<file path="src/rtl/dino_pkg.sv">
// -----------------------------------------------------------------------------
// dino_pkg
// Shared definitions for the score path of the game: binary score width,
// BCD digit count, the score tracker state encoding and the per-nibble
// BCD correction used during binary-to-BCD conversion.
// No ports (package).
// -----------------------------------------------------------------------------
package dino_pkg;

   // Binary score width shared by the game logic and the score renderer.
   localparam int SCORE_W = 11;
   // BCD digits shown; 10^DIGITS must exceed 2^SCORE_W.
   localparam int DIGITS  = 4;

   typedef enum logic [1:0] {
      IDLE  = 2'd0,
      SHIFT = 2'd1,
      DONE  = 2'd2
   } state_t;

   // Double-dabble nibble correction: a digit of 5..9 would become >= 10
   // after the next doubling, so pre-add 3 to carry into the next digit.
   function automatic logic [3:0] add3_fix(input logic [3:0] nib);
      logic [3:0] res;
      if (nib >= 4'd5) begin
         res = nib + 4'd3;
      end else begin
         res = nib;
      end
      return res;
   endfunction

endpackage

</file>
<file path="src/rtl/bcd_add3.sv">
// -----------------------------------------------------------------------------
// bcd_add3
// Combinational BCD nibble correction for shift-and-add-3 conversion.
// Ports:
//   in_nib   in  4  BCD digit before correction
//   out_nib  out 4  in_nib + 3 when in_nib >= 5, otherwise in_nib
// -----------------------------------------------------------------------------
module bcd_add3
   import dino_pkg::*;
(
   input  logic [3:0] in_nib,
   output logic [3:0] out_nib
);

   assign out_nib = add3_fix(in_nib);

endmodule

</file>
<file path="src/rtl/score_bcd_tracker.sv">
// -----------------------------------------------------------------------------
// score_bcd_tracker
// Converts the binary game score to packed BCD with a sequential double-dabble
// (one shift per game tick), and tracks the high score plus a new-record flag.
// A score of 0 marks a game restart and clears the new-record flag; rst clears
// the high score as well.
// Ports:
//   clk_20Hz    in   1          game tick clock, rising edge
//   rst         in   1          asynchronous active-high reset
//   score       in   SCORE_W    binary score, sampled only while idle
//   cur_bcd     out  4*DIGITS   last converted score, digit 0 in [3:0]
//   hi_bcd      out  4*DIGITS   high score in packed BCD
//   upd         out  1          one-tick pulse: cur_bcd/hi_bcd just written
//   new_record  out  1          current game has beaten the previous high
//   busy        out  1          conversion in progress
// -----------------------------------------------------------------------------
module score_bcd_tracker #(
   parameter int SCORE_W = dino_pkg::SCORE_W,
   parameter int DIGITS  = dino_pkg::DIGITS
) (
   input  logic                  clk_20Hz,
   input  logic                  rst,
   input  logic [SCORE_W-1:0]    score,
   output logic [4*DIGITS-1:0]   cur_bcd,
   output logic [4*DIGITS-1:0]   hi_bcd,
   output logic                  upd,
   output logic                  new_record,
   output logic                  busy
);

   import dino_pkg::*;

   localparam int BCD_W = 4 * DIGITS;
   localparam int CNT_W = 4;
   // Shift index of the final shift; SCORE_W shifts in total.
   localparam logic [CNT_W-1:0] CNT_LAST = CNT_W'(SCORE_W - 1);

   state_t               state_q, state_d;
   logic [SCORE_W-1:0]   last_bin_q, last_bin_d;
   logic [SCORE_W-1:0]   hi_bin_q, hi_bin_d;
   logic [SCORE_W-1:0]   sh_bin_q, sh_bin_d;
   // Copy of the value being converted: sh_bin is consumed by the shifts.
   logic [SCORE_W-1:0]   conv_bin_q, conv_bin_d;
   logic [BCD_W-1:0]     sh_bcd_q, sh_bcd_d;
   logic [BCD_W-1:0]     cur_bcd_q, cur_bcd_d;
   logic [BCD_W-1:0]     hi_bcd_q, hi_bcd_d;
   logic [CNT_W-1:0]     cnt_q, cnt_d;
   logic                 upd_q, upd_d;
   logic                 new_record_q, new_record_d;
   logic                 busy_q, busy_d;
   logic [BCD_W-1:0]     adj_s;

   // One correction cell per BCD digit of the shift register.
   for (genvar g = 0; g < DIGITS; g++) begin : g_add3
      bcd_add3 u_add3 (
         .in_nib  (sh_bcd_q[4*g +: 4]),
         .out_nib (adj_s[4*g +: 4])
      );
   end

   // Next-state and datapath logic for the conversion/high-score FSM.
   always_comb begin
      state_d      = state_q;
      last_bin_d   = last_bin_q;
      hi_bin_d     = hi_bin_q;
      sh_bin_d     = sh_bin_q;
      conv_bin_d   = conv_bin_q;
      sh_bcd_d     = sh_bcd_q;
      cur_bcd_d    = cur_bcd_q;
      hi_bcd_d     = hi_bcd_q;
      cnt_d        = cnt_q;
      upd_d        = 1'b0;
      new_record_d = new_record_q;

      case (state_q)
         IDLE: begin
            if (score != last_bin_q) begin
               sh_bin_d   = score;
               conv_bin_d = score;
               sh_bcd_d   = {BCD_W{1'b0}};
               cnt_d      = {CNT_W{1'b0}};
               state_d    = SHIFT;
            end else begin
               state_d    = IDLE;
            end
         end

         SHIFT: begin
            // Shift the corrected digits and the binary left by one; the
            // binary MSB enters BCD digit 0.
            {sh_bcd_d, sh_bin_d} = {adj_s[BCD_W-2:0], sh_bin_q, 1'b0};
            cnt_d = cnt_q + CNT_W'(1);
            if (cnt_q == CNT_LAST) begin
               state_d = DONE;
            end else begin
               state_d = SHIFT;
            end
         end

         DONE: begin
            cur_bcd_d  = sh_bcd_q;
            last_bin_d = conv_bin_q;
            upd_d      = 1'b1;
            // Strictly greater only: tying the high score is not a record.
            if (conv_bin_q > hi_bin_q) begin
               hi_bin_d     = conv_bin_q;
               hi_bcd_d     = sh_bcd_q;
               new_record_d = 1'b1;
            end else if (conv_bin_q == {SCORE_W{1'b0}}) begin
               new_record_d = 1'b0;
            end else begin
               new_record_d = new_record_q;
            end
            state_d = IDLE;
         end

         default: begin
            state_d = IDLE;
         end
      endcase

      // Registered busy tracks the state being entered.
      busy_d = (state_d != IDLE);
   end

   // State and output registers with asynchronous reset.
   always_ff @(posedge clk_20Hz or posedge rst) begin
      if (rst) begin
         state_q      <= IDLE;
         last_bin_q   <= {SCORE_W{1'b0}};
         hi_bin_q     <= {SCORE_W{1'b0}};
         sh_bin_q     <= {SCORE_W{1'b0}};
         conv_bin_q   <= {SCORE_W{1'b0}};
         sh_bcd_q     <= {BCD_W{1'b0}};
         cur_bcd_q    <= {BCD_W{1'b0}};
         hi_bcd_q     <= {BCD_W{1'b0}};
         cnt_q        <= {CNT_W{1'b0}};
         upd_q        <= 1'b0;
         new_record_q <= 1'b0;
         busy_q       <= 1'b0;
      end else begin
         state_q      <= state_d;
         last_bin_q   <= last_bin_d;
         hi_bin_q     <= hi_bin_d;
         sh_bin_q     <= sh_bin_d;
         conv_bin_q   <= conv_bin_d;
         sh_bcd_q     <= sh_bcd_d;
         cur_bcd_q    <= cur_bcd_d;
         hi_bcd_q     <= hi_bcd_d;
         cnt_q        <= cnt_d;
         upd_q        <= upd_d;
         new_record_q <= new_record_d;
         busy_q       <= busy_d;
      end
   end

   assign cur_bcd    = cur_bcd_q;
   assign hi_bcd     = hi_bcd_q;
   assign upd        = upd_q;
   assign new_record = new_record_q;
   assign busy       = busy_q;

endmodule

</file>
<file path="config.mk">
export PLATFORM = sky130hd
export DESIGN_NAME = score_bcd_tracker
export DESIGN_NICKNAME = d
export VERILOG_FILES = /design/src/rtl/dino_pkg.sv /design/src/rtl/bcd_add3.sv /design/src/rtl/score_bcd_tracker.sv
export SDC_FILE = /design/constraint.sdc
export NUM_CORES = 1
export LEC_CHECK = 0
export CORE_AREA = 2 2 107 109
export CTS_BUF_LIST = sky130_fd_sc_hd__clkbuf_4
export DETAILED_ROUTE_END_ITERATION = 10
export DIE_AREA = 0 0 109 111
export DONT_BUFFER_PORTS = 1
export PLACE_DENSITY = 0.61
export SLEW_MARGIN = 20
export SYNTH_ARGS = -nofsm -noshare
export SYNTH_HDL_FRONTEND = slang
export SYNTH_SLANG_ARGS = --single-unit
</file>
<file path="constraint.sdc">
create_clock -name clk_20Hz -period 5.2 [get_ports clk_20Hz]
set_input_delay 0.52 -clock clk_20Hz [delete_from_list [all_inputs] [get_ports clk_20Hz]]
set_output_delay 0.52 -clock clk_20Hz [all_outputs]
set_load 0.05 [all_outputs]
</file>
# --- Word level (Yosys, flattened, before mapping) ---
# Cells that the tools add are included.
classes:
  addsub: 5
  order_cmp: 5
  n_eq_ne: 5
  mux: 16
  reduce_logical: 9
op_table:
  columns: ["operator", "n"]
  rows:
  - ["one-hot mux 16 bit (2 select lines)", 1]
  - ["one-hot mux 11 bit (2 select lines)", 1]
  - [">= comparator 4 x 3 -> 1 bit, second input constant", 4]
  - ["2-to-1 mux 16 bit", 1]
  - ["2-to-1 mux 4 bit", 4]
  - ["adder 4 x 2 -> 4 bit, second input constant", 3]
  - ["> comparator 11 bit", 1]
  - ["logical NOT 11 bit", 1]
  - ["2-to-1 mux 11 bit", 1]
  - ["inequality test 11 bit", 1]
  - ["one-hot mux 4 bit (2 select lines)", 1]
  - ["AND reduction 2 bit", 4]
  - ["nonzero test 2 bit", 3]
  - ["adder 4 x 1 -> 4 bit, second input constant", 1]
  - ["== test 4 bit, second input constant", 1]
  - ["2-to-1 mux 1 bit", 4]
  - ["one-hot mux 2 bit (2 select lines)", 1]
  - ["adder 3 x 2 -> 3 bit, second input constant", 1]
  - ["2-to-1 mux 3 bit", 1]
  - ["== test 2 x 1 -> 1 bit, second input constant", 1]
  - ["== test 2 bit, second input constant", 1]
  - ["logical NOT 2 bit", 1]
  - ["2-to-1 mux 2 bit", 1]
  - ["inequality test 2 bit, second input constant", 1]
word_totals:
  regBits: 101
  inputBits: 13

# --- Depth between registers and ports, before layout ---
logic_depth:
  word_depth: 4
  ltp_mapped: 9
  ltp_nobuf: 7

# --- Cells and area by module ---
# Synthesis repeated with hierarchy kept, for this count alone.
hier_totals:
  cells_unflattened: 455
  hier_area_um2: 4797.1
modules_own_cells:
  columns: ["module", "n_inst", "cells_each", "area_per_inst_um2", "seq_area_each_um2"]
  rows:
  - ["score_bcd_tracker", 1, 391, 4391.7, 2527.4]
  - ["bcd_add3", 4, 16, 101.3, 0.0]

# --- Worst setup path after synthesis ---
# No wires, ideal clock.
synth_timing:
  path_type: "register -> register"
  from: "register conv_bin_q[2]"
  to: "register hi_bcd_q[10] (netlist: hi_bcd[10])"
  t_arrival_ns: 1.953
  required_time_ns: 5.075
  setup_slack_ns: 3.121
  path_stages_with_launch: 9
  n_path_buf: 2
  synth_period_minus_slack_ns: 2.079
  cell_sequence: "dfrtp_1 -> ha_1 -> a21oi_2 -> o21ai_1 -> and2_0 -> o41a_1 -> buf_6 -> buf_12 -> mux2_4"
synth_via:
  elab_chain_cells: 2
synth_lines:
  columns: ["item", "line", "text"]
  rows:
  - ["from (decl)", "score_bcd_tracker.sv:43", "logic [SCORE_W-1:0] conv_bin_q, conv_bin_d;"]
  - ["from (signal assigned)", "score_bcd_tracker.sv:133", "conv_bin_q <= {SCORE_W{1'b0}};"]
  - ["from (signal assigned)", "score_bcd_tracker.sv:146", "conv_bin_q <= conv_bin_d;"]
  - ["> comparator 11 bit", "score_bcd_tracker.sv:105", "if (conv_bin_q > hi_bin_q) begin"]
  - ["AND reduction 2 bit (no line)", null, null]
  - ["to (signal assigned)", "score_bcd_tracker.sv:136", "hi_bcd_q <= {BCD_W{1'b0}};"]
  - ["to (signal assigned)", "score_bcd_tracker.sv:149", "hi_bcd_q <= hi_bcd_d;"]
  - ["to (decl)", "score_bcd_tracker.sv:46", "logic [BCD_W-1:0] hi_bcd_q, hi_bcd_d;"]
# Every way passes these cells.
# A chain may end at the register's enable or synchronous reset.

# --- Worst setup path in the final report ---
layout_timing:
  from: "register conv_bin_q[8]"
  to: "register hi_bin_q[8]"
layout_via:
  elab_chain_cells: 2
layout_lines:
  columns: ["item", "line", "text"]
  rows:
  - ["> comparator 11 bit", "score_bcd_tracker.sv:105", null]
  - ["AND reduction 2 bit (no line)", null, null]
  - ["to (signal assigned)", "score_bcd_tracker.sv:131", "hi_bin_q <= {SCORE_W{1'b0}};"]
  - ["to (signal assigned)", "score_bcd_tracker.sv:144", "hi_bin_q <= hi_bin_d;"]
  - ["to (decl)", "score_bcd_tracker.sv:40", "logic [SCORE_W-1:0] hi_bin_q, hi_bin_d;"]
# Several ways; a longest one is shown, not always the timed one.

==> Implementation_results.wiki <==
{| class="wikitable"
! Metric !! Value
|-
| Signed area change from the synthesized netlist to the final layout || 4.45%
|-
| Worst Setup Path Type || reg2reg
|-
| DRC violation count after routing || 0
|-
| Post-route cell area || 0.00493 mm²
|-
| Delay of the slowest cell on the worst path || 0.79 ns
|-
| Effective utilization at floorplan || 0.427
|-
| Pin count of the biggest net entering global routing || 59
|-
| Final min period || 2.54 ns
|-
| Data required time of the critical path || 5.56 ns
|-
| Slew Limit Fails || 0
|-
| Class of the most critical hold timing path || in2reg
|-
| Overall Power || 3.37 mW
|-
| Maximum resistive drop on vdd || 0.384 mV
|-
| Sort of element at the end of the critical path || flop
|-
| Worst Setup Start Kind || flop
|-
| Run status || complete, no violations
|-
| CP max-delay cell || sky130_fd_sc_hd__o41a_2
|-
| Number of synthesis warnings || 0
|-
| Overflow left after global routing || 0
|-
| Number of standard cells in the final layout excluding fillers || 561
|-
| Total cell area at the placement stage || 0.00482 mm²
|-
| Clock insertion delay at the later pin of the skew report || 0.47 ns
|-
| Sw power || 1.57 mW
|-
| Count of cell types in the netlist || 40
|-
| Final cycle utilization of the critical path || 0.488
|-
| Cell Int Power || 1.79 mW
|-
| Drt pass-1 iters || 5
|-
| Estimated wirelength of the detail-placed design || 6540 µm
|-
| Cells after synthesis || 414
|-
| Antenna Diode Count || 0
|-
| RD Place Congestion || 0.848
|-
| TritonCTS buffer count || 9
|-
| Port bufs || 0
|-
| Fraction of power consumed by the clock network || 0.105
|-
| Sw Ratio || 0.467
|-
| Transition time at the pin with the least slew margin || 0.902 ns
|-
| Number of global-route vias before repair || 3159
|-
| Number of instances resized during post-cts repair || 0
|-
| Overall die height || 111 µm
|-
| CTS tree || yes
|-
| Die Wd || 109 µm
|-
| Relative max-transition margin || 0.398
|-
| Setup repair after global routing missed its margin || false
|-
| Hold-fix buffers, CTS || 1
|-
| Top cell types by occurrence after synthesis || 101 x sky130_fd_sc_hd__dfrtp_1, 72 x sky130_fd_sc_hd__nand2_1, 24 x sky130_fd_sc_hd__inv_1, 21 x sky130_fd_sc_hd__ha_1, 19 x sky130_fd_sc_hd__mux2_4
|-
| IO Count || 48
|-
| Top cells by area, synth || sky130_fd_sc_hd__dfrtp_1 53%, sky130_fd_sc_hd__mux2_4 6.0%, sky130_fd_sc_hd__nand2_1 5.7%
|-
| Mapped Nets || 448
|-
| Number of antenna violations at the first check in global routing || 0
|-
| Wire length reported by the detailed router || 9990 µm
|-
| Routed length per placed instance || 17.8 µm
|-
| Clock transition at the registers of the reported paths || 0.15 ns
|-
| Dpl ws || 2.68 ns
|-
| Post-CTS Repair Setup Buffers || 0
|-
| Part of the power in registers || 0.562
|-
| Top fanout value on the critical path || 28
|-
| Avg Cell Area, Syn || 11.4 µm²
|-
| Count of placed standard cells including taps || 544
|-
| Worst EP arrival || 2.90 ns
|-
| Cell type group with the largest total delay on the critical path || compound AO/OA/AOI/OAI gates
|-
| Async set-or-reset flop fraction in the synthesized netlist || 1.00
|-
| Routed via count divided by cell count || 5.33
|-
| Flops & latches, synth || 101
|-
| Leading cell type by number of instances after synthesis || sky130_fd_sc_hd__dfrtp_1
|-
| Fin Clk Skew || 0.0195 ns
|-
| Final nets || 447
|-
| Vias || 2990
|-
| DRC violation total after the first TritonRoute iteration || 200
|-
| Count of fill cells added during filler insertion || 1019
|-
| Cell taking the most area after synthesis || sky130_fd_sc_hd__dfrtp_1
|-
| Core footprint || 0.0111 mm²
|-
| Number of flops mapped to enable cells by yosys || 0
|-
| Total Negative Setup Slacks || 0 ns
|-
| Crit path setup slack, layout || 2.66 ns
|-
| Cell Area, Synth || 0.00472 mm²
|-
| # rows || 39
|-
| Leakage component of the power || 2.28 nW
|-
| Final Hold Vio Count || 0
|-
| DRT antenna net count || 0
|-
| CTS root buffer || sky130_fd_sc_hd__clkbuf_4
|-
| Tot GR Track Use || 0.188
|-
| Share of final-layout standard cells stronger than drive strength 1 || 0.148
|-
| Combinational share of power || 0.333
|-
| Primary FF master, synth || sky130_fd_sc_hd__dfrtp_1
|-
| Proportion of netlist area held by the largest area contributor || 0.535
|-
| Wire length of the first global-routing pass || 17100 µm
|-
| Max Clk Rate || 394 MHz
|-
| Cell breakdown of the critical path || ha_1 > nand4_1 > nor2_1 > a41oi_1 > o41a_2 > mux2_2
|-
| Sinks on the clock net || 101
|-
| Power density over the cells || 683 mW/mm²
|-
| Share of the yosys chip area belonging to registers || 0.535
|-
| Die outline area || 0.0121 mm²
|-
| Count of max-cap constraint violations || 0
|-
| H-tree level count || 3
|-
| Buffers from clock root to sink, at most || 2
|-
| Buf+Inv Stages, Crit Path || 0
|-
| Final setup viols || 0
|}
## per-stage QoR
stage | hold slack, ns | utilization
2_1_floorplan | 0.450 | -
6_report | 0.180 | 0.445
4_1_cts | 0.145 | 0.445
3_3_place_gp | 0.483 | 0.435
5_1_grt | 0.135 | 0.445
3_5_place_dp | 0.490 | 0.435
## registers in the layout, summed over array words and instances (netlist names)
signal,count
cur_bcd,16
hi_bcd,16
sh_bcd_q,16
conv_bin_q,11
hi_bin_q,11
last_bin_q,11
sh_bin_q,11
cnt_q,4
state_q,2
busy,1
new_record,1
upd,1
## cells in the final DEF (no fill, tap or decap), types with 9 or more instances in the layout
cell type                  Yosys  layout
sky130_fd_sc_hd__o21ai_0      14      14
sky130_fd_sc_hd__xnor2_1      13      13
sky130_fd_sc_hd__mux2_4       19      19
sky130_fd_sc_hd__and2_1       10      10
sky130_fd_sc_hd__clkbuf_4      0      10
sky130_fd_sc_hd__dfrtp_1     101     101
sky130_fd_sc_hd__a21oi_1      13      13
sky130_fd_sc_hd__mux2_2       18      18
sky130_fd_sc_hd__nor2_1       16      16
sky130_fd_sc_hd__nand2_1      72      72
sky130_fd_sc_hd__ha_1         21      21
sky130_fd_sc_hd__a221o_1      10      10
sky130_fd_sc_hd__inv_1        24      23
sky130_fd_sc_hd__a211oi_1      9       9
## layout make-up
type	count	area, µm²	area share
timing repair buffer	5	40.0	0.00811
sequential	101	2530	0.512
tap	143	179	0.0363
inverter	24	92.6	0.0188
clock inverter	6	30.0	0.00609
multi-input combinational	272	1990	0.403
clock buffer	10	75.1	0.0152
## power by group through the flow
stage / clock network (mW) / registers [mW] / logic, mW
after floorplan: 0 / 1.79 / 0.945
after global placement: 0 / 1.90 / 1.09
after detailed placement: 0 / 1.90 / 1.13
after CTS: 0.366 / 1.89 / 1.13
after global routing: 0.403 / 1.95 / 1.29
final: 0.355 / 1.89 / 1.12
## metal layers
metal  GRT usage  routed length, µm
met1       0.254               4610
met2       0.283               4740
met3      0.0558                392
met4      0.0735                243
met5           0                  0
## cells by family (layout without fill, tap and decap cells)
kind of cell,after synthesis,count (layout),share of synthesized area
compound gates,64,64,0.0977
fa+ha+maj,21,21,0.0556
simple gates,130,130,0.126
flops,101,101,0.535
mux,40,40,0.110
xor+xnor,17,17,0.0315
buf+inv,41,45,0.0445
## worst paths after layout
| check | start | to | slack (ns) | cells past startpoint |
|---|---|---|---|---|
| max reg2reg | conv_bin_q[8] | hi_bin_q[8] | 2.66 | 6 |
| min in group asynchronous | rst | sh_bin_q[3] | 0.58 | 2 |
| max | conv_bin_q[8] | hi_bin_q[8] | 2.66 | 6 |
| min reg2reg | cnt_q[2] | state_q[1] | 0.52 | 1 |
| max in group asynchronous | rst | upd | 3.44 | 3 |
| min | score[2] | sh_bin_q[2] | 0.18 | 1 |
## worst reg2reg max path, delay by kind of cell, from the launching register on
| kind | cells | cell delay [ns] |
|---|---|---|
| compound gates | 2 | 1.00 |
| flops | 1 | 0.48 |
| mux | 1 | 0.42 |
| fa+ha+maj | 1 | 0.32 |
| simple gates | 2 | 0.21 |
No activity file was read; power rests on OpenSTA's default activity.
